==> src/rtl/led_pattern_master.sv <==
// AXI4-Lite chaser master: writes a rotating 16-bit pattern to the LED
// register every TICKS cycles, reads it back and counts mismatches.
//
// Ports:
//   clk, resetn        clock, async active-low reset
//   enable, direction  tick gate, rotate dir (0 left / 1 right)
//   pattern            pattern for the next or in-flight transaction
//   busy               FSM not idle
//   error_count        saturating count of failed transactions
//   last_error         most recent completed transaction failed
//   M_AXI_*            AXI4-Lite master port
module led_pattern_master #(
  parameter int              AW           = 32,
  parameter logic [AW-1:0]   LED_ADDR     = '0,
  parameter int              TICKS        = 25000000,
  parameter logic [15:0]     INIT_PATTERN = 16'h0001
) (
  input  logic          clk,
  input  logic          resetn,
  input  logic          enable,
  input  logic          direction,
  output logic [15:0]   pattern,
  output logic          busy,
  output logic [15:0]   error_count,
  output logic          last_error,
  output logic [AW-1:0] M_AXI_AWADDR,
  output logic          M_AXI_AWVALID,
  input  logic          M_AXI_AWREADY,
  output logic [2:0]    M_AXI_AWPROT,
  output logic [31:0]   M_AXI_WDATA,
  output logic [3:0]    M_AXI_WSTRB,
  output logic          M_AXI_WVALID,
  input  logic          M_AXI_WREADY,
  input  logic [1:0]    M_AXI_BRESP,
  input  logic          M_AXI_BVALID,
  output logic          M_AXI_BREADY,
  output logic [AW-1:0] M_AXI_ARADDR,
  output logic          M_AXI_ARVALID,
  input  logic          M_AXI_ARREADY,
  output logic [2:0]    M_AXI_ARPROT,
  input  logic [31:0]   M_AXI_RDATA,
  input  logic          M_AXI_RVALID,
  input  logic [1:0]    M_AXI_RRESP,
  output logic          M_AXI_RREADY
);

  localparam int CW = (TICKS > 1) ? $clog2(TICKS) : 1;
  localparam logic [CW-1:0] LAST = CW'(TICKS - 1);

  typedef enum logic [2:0] {
    S_IDLE,
    S_WRITE,
    S_WAIT_B,
    S_READ,
    S_WAIT_R
  } state_t;

  state_t        state_q;
  logic [CW-1:0] cnt_q, cnt_d;
  logic          pending_q, pending_d;
  logic [15:0]   pattern_q;
  logic [15:0]   ec_q;
  logic          last_err_q;
  logic          wfail_q;
  logic          awvalid_q, wvalid_q, bready_q;
  logic          arvalid_q, rready_q;

  logic tick, launch;
  logic aw_done, w_done;
  logic rd_fail;
  logic unused_rdata;

  assign tick   = (cnt_q == LAST);
  assign launch = (state_q == S_IDLE) && pending_q;

  // A handshake is complete once VALID has been dropped or is being
  // accepted this cycle; AW and W may finish in either order.
  assign aw_done = !awvalid_q || M_AXI_AWREADY;
  assign w_done  = !wvalid_q  || M_AXI_WREADY;

  assign rd_fail = wfail_q || (M_AXI_RRESP != 2'b00) ||
                   (M_AXI_RDATA[15:0] != pattern_q);

  assign unused_rdata = ^M_AXI_RDATA[31:16];

  always_comb begin
    cnt_d = tick ? '0 : cnt_q + CW'(1);
  end

  // A tick landing on the launch cycle still counts, so set wins.
  always_comb begin
    pending_d = pending_q;
    if (launch)
      pending_d = 1'b0;
    if (tick && enable)
      pending_d = 1'b1;
  end

  always_ff @(posedge clk or negedge resetn) begin
    if (!resetn) begin
      state_q    <= S_IDLE;
      cnt_q      <= '0;
      pending_q  <= 1'b0;
      pattern_q  <= INIT_PATTERN;
      ec_q       <= 16'h0000;
      last_err_q <= 1'b0;
      wfail_q    <= 1'b0;
      awvalid_q  <= 1'b0;
      wvalid_q   <= 1'b0;
      bready_q   <= 1'b0;
      arvalid_q  <= 1'b0;
      rready_q   <= 1'b0;
    end else begin
      cnt_q     <= cnt_d;
      pending_q <= pending_d;
      unique case (state_q)
        S_IDLE: begin
          if (pending_q) begin
            awvalid_q <= 1'b1;
            wvalid_q  <= 1'b1;
            state_q   <= S_WRITE;
          end
        end
        S_WRITE: begin
          if (awvalid_q && M_AXI_AWREADY)
            awvalid_q <= 1'b0;
          if (wvalid_q && M_AXI_WREADY)
            wvalid_q <= 1'b0;
          if (aw_done && w_done) begin
            bready_q <= 1'b1;
            state_q  <= S_WAIT_B;
          end
        end
        S_WAIT_B: begin
          if (M_AXI_BVALID) begin
            wfail_q   <= (M_AXI_BRESP != 2'b00);
            bready_q  <= 1'b0;
            arvalid_q <= 1'b1;
            state_q   <= S_READ;
          end
        end
        S_READ: begin
          if (M_AXI_ARREADY) begin
            arvalid_q <= 1'b0;
            rready_q  <= 1'b1;
            state_q   <= S_WAIT_R;
          end
        end
        S_WAIT_R: begin
          if (M_AXI_RVALID) begin
            rready_q   <= 1'b0;
            last_err_q <= rd_fail;
            if (rd_fail && ec_q != 16'hFFFF)
              ec_q <= ec_q + 16'd1;
            pattern_q <= direction ?
              {pattern_q[0], pattern_q[15:1]} :
              {pattern_q[14:0], pattern_q[15]};
            state_q <= S_IDLE;
          end
        end
        default: state_q <= S_IDLE;
      endcase
    end
  end

  assign pattern       = pattern_q;
  assign busy          = (state_q != S_IDLE);
  assign error_count   = ec_q;
  assign last_error    = last_err_q;
  assign M_AXI_AWADDR  = LED_ADDR;
  assign M_AXI_AWVALID = awvalid_q;
  assign M_AXI_AWPROT  = 3'b000;
  assign M_AXI_WDATA   = {16'h0000, pattern_q};
  assign M_AXI_WSTRB   = 4'hF;
  assign M_AXI_WVALID  = wvalid_q;
  assign M_AXI_BREADY  = bready_q;
  assign M_AXI_ARADDR  = LED_ADDR;
  assign M_AXI_ARVALID = arvalid_q;
  assign M_AXI_ARPROT  = 3'b000;
  assign M_AXI_RREADY  = rready_q;

endmodule
==> config.mk <==
export PLATFORM = sky130hd
export DESIGN_NAME = led_pattern_master
export DESIGN_NICKNAME = d
export VERILOG_FILES = /design/src/rtl/led_pattern_master.sv
export SDC_FILE = /design/constraint.sdc
export NUM_CORES = 1
export LEC_CHECK = 0
export ABC_CLOCK_PERIOD_IN_PS = 2300
export CAP_MARGIN = 10
export CORE_MARGIN = 4
export CORE_UTILIZATION = 34
export CTS_BUF_LIST = sky130_fd_sc_hd__clkbuf_2 sky130_fd_sc_hd__clkbuf_4 sky130_fd_sc_hd__clkbuf_8
export CTS_CLUSTER_DIAMETER = 100
export DETAILED_ROUTE_END_ITERATION = 16
export PLACE_DENSITY = 0.68
export SLEW_MARGIN = 40
export SYNTH_ARGS = -nofsm -noshare
export SYNTH_HDL_FRONTEND = slang
export SYNTH_SLANG_ARGS = --single-unit
==> constraint.sdc <==
create_clock -name clk -period 2.3 [get_ports clk]
set_input_delay 0.345 -clock clk [delete_from_list [all_inputs] [get_ports clk]]
set_output_delay 0.345 -clock clk [all_outputs]
set_load 0.005 [all_outputs]
==> summary.txt <==
Timing
  • Hold slack: 0.485 ns
  • Min Tclk post-route: around 2.2 ns
  • Tcrit/Tclk final: 93.8%
  • Worst clock skew: 0.0134 ns
  • Final Hold Fails: 0
  • Setup TNS: 0 ns
  • RSZ-0062 raised after global routing: false
  • Max-slew violation count: 0
  • Final setup violating endpoints: 0
  • Worst-margin pin slew: ~0.53 ns
  • Worst slew margin relative to its limit: 64.4%
  • Peak Freq: 0.463 GHz

Yosys
  • Fraction of synthesized cell area taken by the top area cell type: 39.4%
  • Gate Count Post-Synth: between 400 and 500
  • Area leader, netlist: dfrtp_1
  • Seq/Total Area, Yosys: between 30% and 40%
  • Top_reg_cell synth: dfrtp_1
  • Synth area leaders: dfrtp_1, buf_4, xnor2_1, nand2_1, mux2i_1
  • Warnings, synthesis: 0
  • Asr flop ratio synth: between 90% and 100%
  • Yosys reg bits: 68
  • Mapped Area: 4260 µm²
  • Post-synth EDFFs: 0
  • Syn Area/Cell: 9.24 µm²
  • Distinct cells, synth: 46

GRT
  • GRT overflow: 0
  • Largest net degree at the start of global routing: 44
  • First-pass GRT wire length: 14100 µm
  • Vias in the first global route: 2931
  • Gr usage total: 12.0%
  • Antenna violations before repair: 0

Routing
  • DR iter-0 viols: between 200 and 250
  • Final antenna-violating net count: 0
  • Routed WL: 8530 µm
  • DRC: 0
  • Vias/cell: about 4.3
  • Vias: 3024
  • First-pass DRT Iterations: 4
  • WL/cell: between 10 and 15 µm

Setup path
  • Critical path endpoint: busy
  • WS Path Type: register to output pin
  • Worst-path cell chain: or3_1, clkdlybuf4s50_1
  • Reg2reg end: error_count[1]
  • Crit path from: state_q[0]
  • CP Launch Type: register
  • Reg2Reg Launch Point: pattern[11]
  • CP peak stage delay: 0.50 ns
  • Worst EP required: approximately 2.0 ns
  • Register-to-Register Path Depth: 6
  • Top Family by Delay on Critical Path: flip-flops
  • Critical path buffers and inverters: 1
  • CP max FO: 12
  • Worst setup EP type: output pin
  • CP arrival: 1.81 ns
  • Slowest CP cell: dfrtp_1
  • Levels on crit path: 2
  • R2r setup slk: 0.24 ns

Place
  • # placed instances: between 600 and 700
  • # port buffers: 83
  • RD Place Congestion: 0.845
  • Post-DP HPWL: between 6000 and 7000 µm

Clocking
  • CTS buffer count: 9
  • Post-CTS Resized: 0
  • CTS max path bufs: 2
  • Worst skew pair latency: approximately 0.35 ns
  • Htree depth: 3
  • Clock-pin transition on the worst setup and hold timing paths: 0.08 ns
  • CTS tree: done
  • Root buffer cell: clkbuf_8
  • Hold Buf Count CTS: 1
  • Post-CTS setup buffer count: 0
  • Clock sink count: 68

Finish
  • Cell Count, Final, Fillers Out: 709
  • Final nets: 583
  • Fillcell total: 1168
  • Ant diodes: 0
  • Syn-to-layout area delta: 19.1%
  • Share of layout cells above drive strength 1: 7.21%

Floorplanning
  • Die W: 120 µm
  • Die height: 120 µm
  • I/O pin count: 190
  • Placement Rows: 40
  • Die ar.: 14400 µm²
  • Initial Util: 35.0%
  • Core area: 12200 µm²

Power and ir drop
  • Worst VDD drop: 0.279 mV
  • Power Dens Cells: roughly 580 nW/µm²
  • Leakage: 2.22 nW

Hold path
  • Hold WC Path Type: register to register

Run status
  • Status: finished, final reports clean

Run
  • Max Cap Viol: 0
## registers in the layout (all words and copies together), names as in the netlist
signal	cells
cnt_q	25
error_count	16
pattern	16
state_q	3
M_AXI_ARVALID	1
M_AXI_AWVALID	1
M_AXI_BREADY	1
M_AXI_RREADY	1
M_AXI_WVALID	1
last_error	1
pending_q	1
wfail_q	1
## cell families (layout without fill, tap and decap cells)
logic type | after synthesis | in the layout | share of synthesized area, %
AND/OR/NAND/NOR | 156 | 156 | 18.9
multiplexers | 18 | 18 | 4.26
adder cells (fa/ha/maj) | 2 | 2 | 0.587
flip-flops | 68 | 68 | 40.0
buffers and inverters | 125 | 117 | 20.8
AO/OA/AOI/OAI | 40 | 40 | 4.94
XOR/XNOR | 50 | 50 | 10.3
other | 2 | 90 | 0.176
## through the flow
step / total power [mW] / util, % / area [µm²] / setup slack, ns
3_5_place_dp: 1.87 / 39.8 / 4840 / -0.184
3_3_place_gp: 1.85 / 39.8 / 4840 / -0.135
4_1_cts: 2.98 / 41.7 / 5070 / 0.129
5_1_grt: 3.10 / 41.7 / 5070 / 0.0586
6_report: 2.95 / 41.7 / 5070 / 0.142
2_1_floorplan: 1.72 / - / 4590 / 0.251
## metal layers
| layer | up-vias | global-route usage (%) | wire [µm] | share of wire, % |
|---|---|---|---|---|
| met5 | - | 0 | 0 | 0 |
| met4 | 0 | 5.37 | 149 | 1.7 |
| met3 | 12 | 3.11 | 620 | 7.3 |
| met2 | 118 | 19.8 | 4140 | 49 |
| met1 | 1411 | 14.7 | 3620 | 42 |
| li1 | 1483 | - | - | - |
## layout make-up
| class | count | area [µm²] | share of cell area [%] |
|---|---|---|---|
| sequential | 68 | 1700 | 33.6 |
| clock buffer | 10 | 138 | 2.71 |
| multi-input combinational | 356 | 2000 | 39.4 |
| clock inverter | 6 | 86.3 | 1.70 |
| timing repair buffer | 94 | 911 | 18.0 |
| inverter | 7 | 26.3 | 0.518 |
| tap | 168 | 210 | 4.14 |
## worst reg2reg max path, cell delays in order (launching register included)
cell and delay, ns:
dfrtp_1 0.39, xor2_1 0.16, or4_1 0.46, nor4_2 0.35
nand4_2 0.17, nand2_1 0.11, mux2_1 0.32
## worst min path at each step
stage | cells past startpoint | from | endpoint | slack, ns
after floorplan | 0 | resetn | M_AXI_ARVALID | 0.05
after detailed placement | 2 | resetn | error_count[10] | 0.37
final | 2 | last_error | last_error | 0.49
after CTS | 1 | cnt_q[0] | cnt_q[0] | 0.49
after global routing | 1 | cnt_q[14] | cnt_q[14] | 0.50
after global placement | 2 | resetn | error_count[10] | 0.36
## synthesized netlist by cell type, types with 2 or more instances
cell and n:
a21oi_1 12, clkbuf_1 8, mux2i_1 17, and3_1 5, dfrtp_1 67, conb_1 2
inv_1 7, nand4_1 11, o21ai_0 24, or3_1 3, or4_1 2, nand2b_1 2
ha_1 2, nor4_1 4, nand4_2 2, nand2_1 53, xor2_1 13, buf_4 106
xnor2_1 37, and4_1 4, nor3_1 6, nand3_1 16, nor2_1 32, nor2b_1 3
buf_2 2
## cell usage in the layout, fill, tap and decap left out, drive strengths merged, types with 2 or more instances in the layout
cell type,synthesis,layout
nand2b,2,2
dfrtp,67,67
bufinv,0,2
nor2,33,33
o21ai,24,24
or3,3,3
clkdlybuf4s50,0,82
xnor2,37,37
clkbuf,9,10
ha,2,2
and4,4,4
nor4,5,5
and2,2,2
nand4,13,13
xor2,13,13
and3,5,5
nand2,53,53
nor3b,2,2
nor2b,3,3
a21oi,12,12
buf,109,11
conb,2,90
clkinv,0,2
mux2i,17,17
inv,7,8
nand3,17,17
nor3,8,8
or4,2,2
## report_power, final
group          total, mW  switching, mW  internal, mW
registers           1.37          0.109          1.27
logic              0.470          0.235         0.235
clock network       1.10          0.465         0.640
No activity file was read; power rests on OpenSTA's default activity.
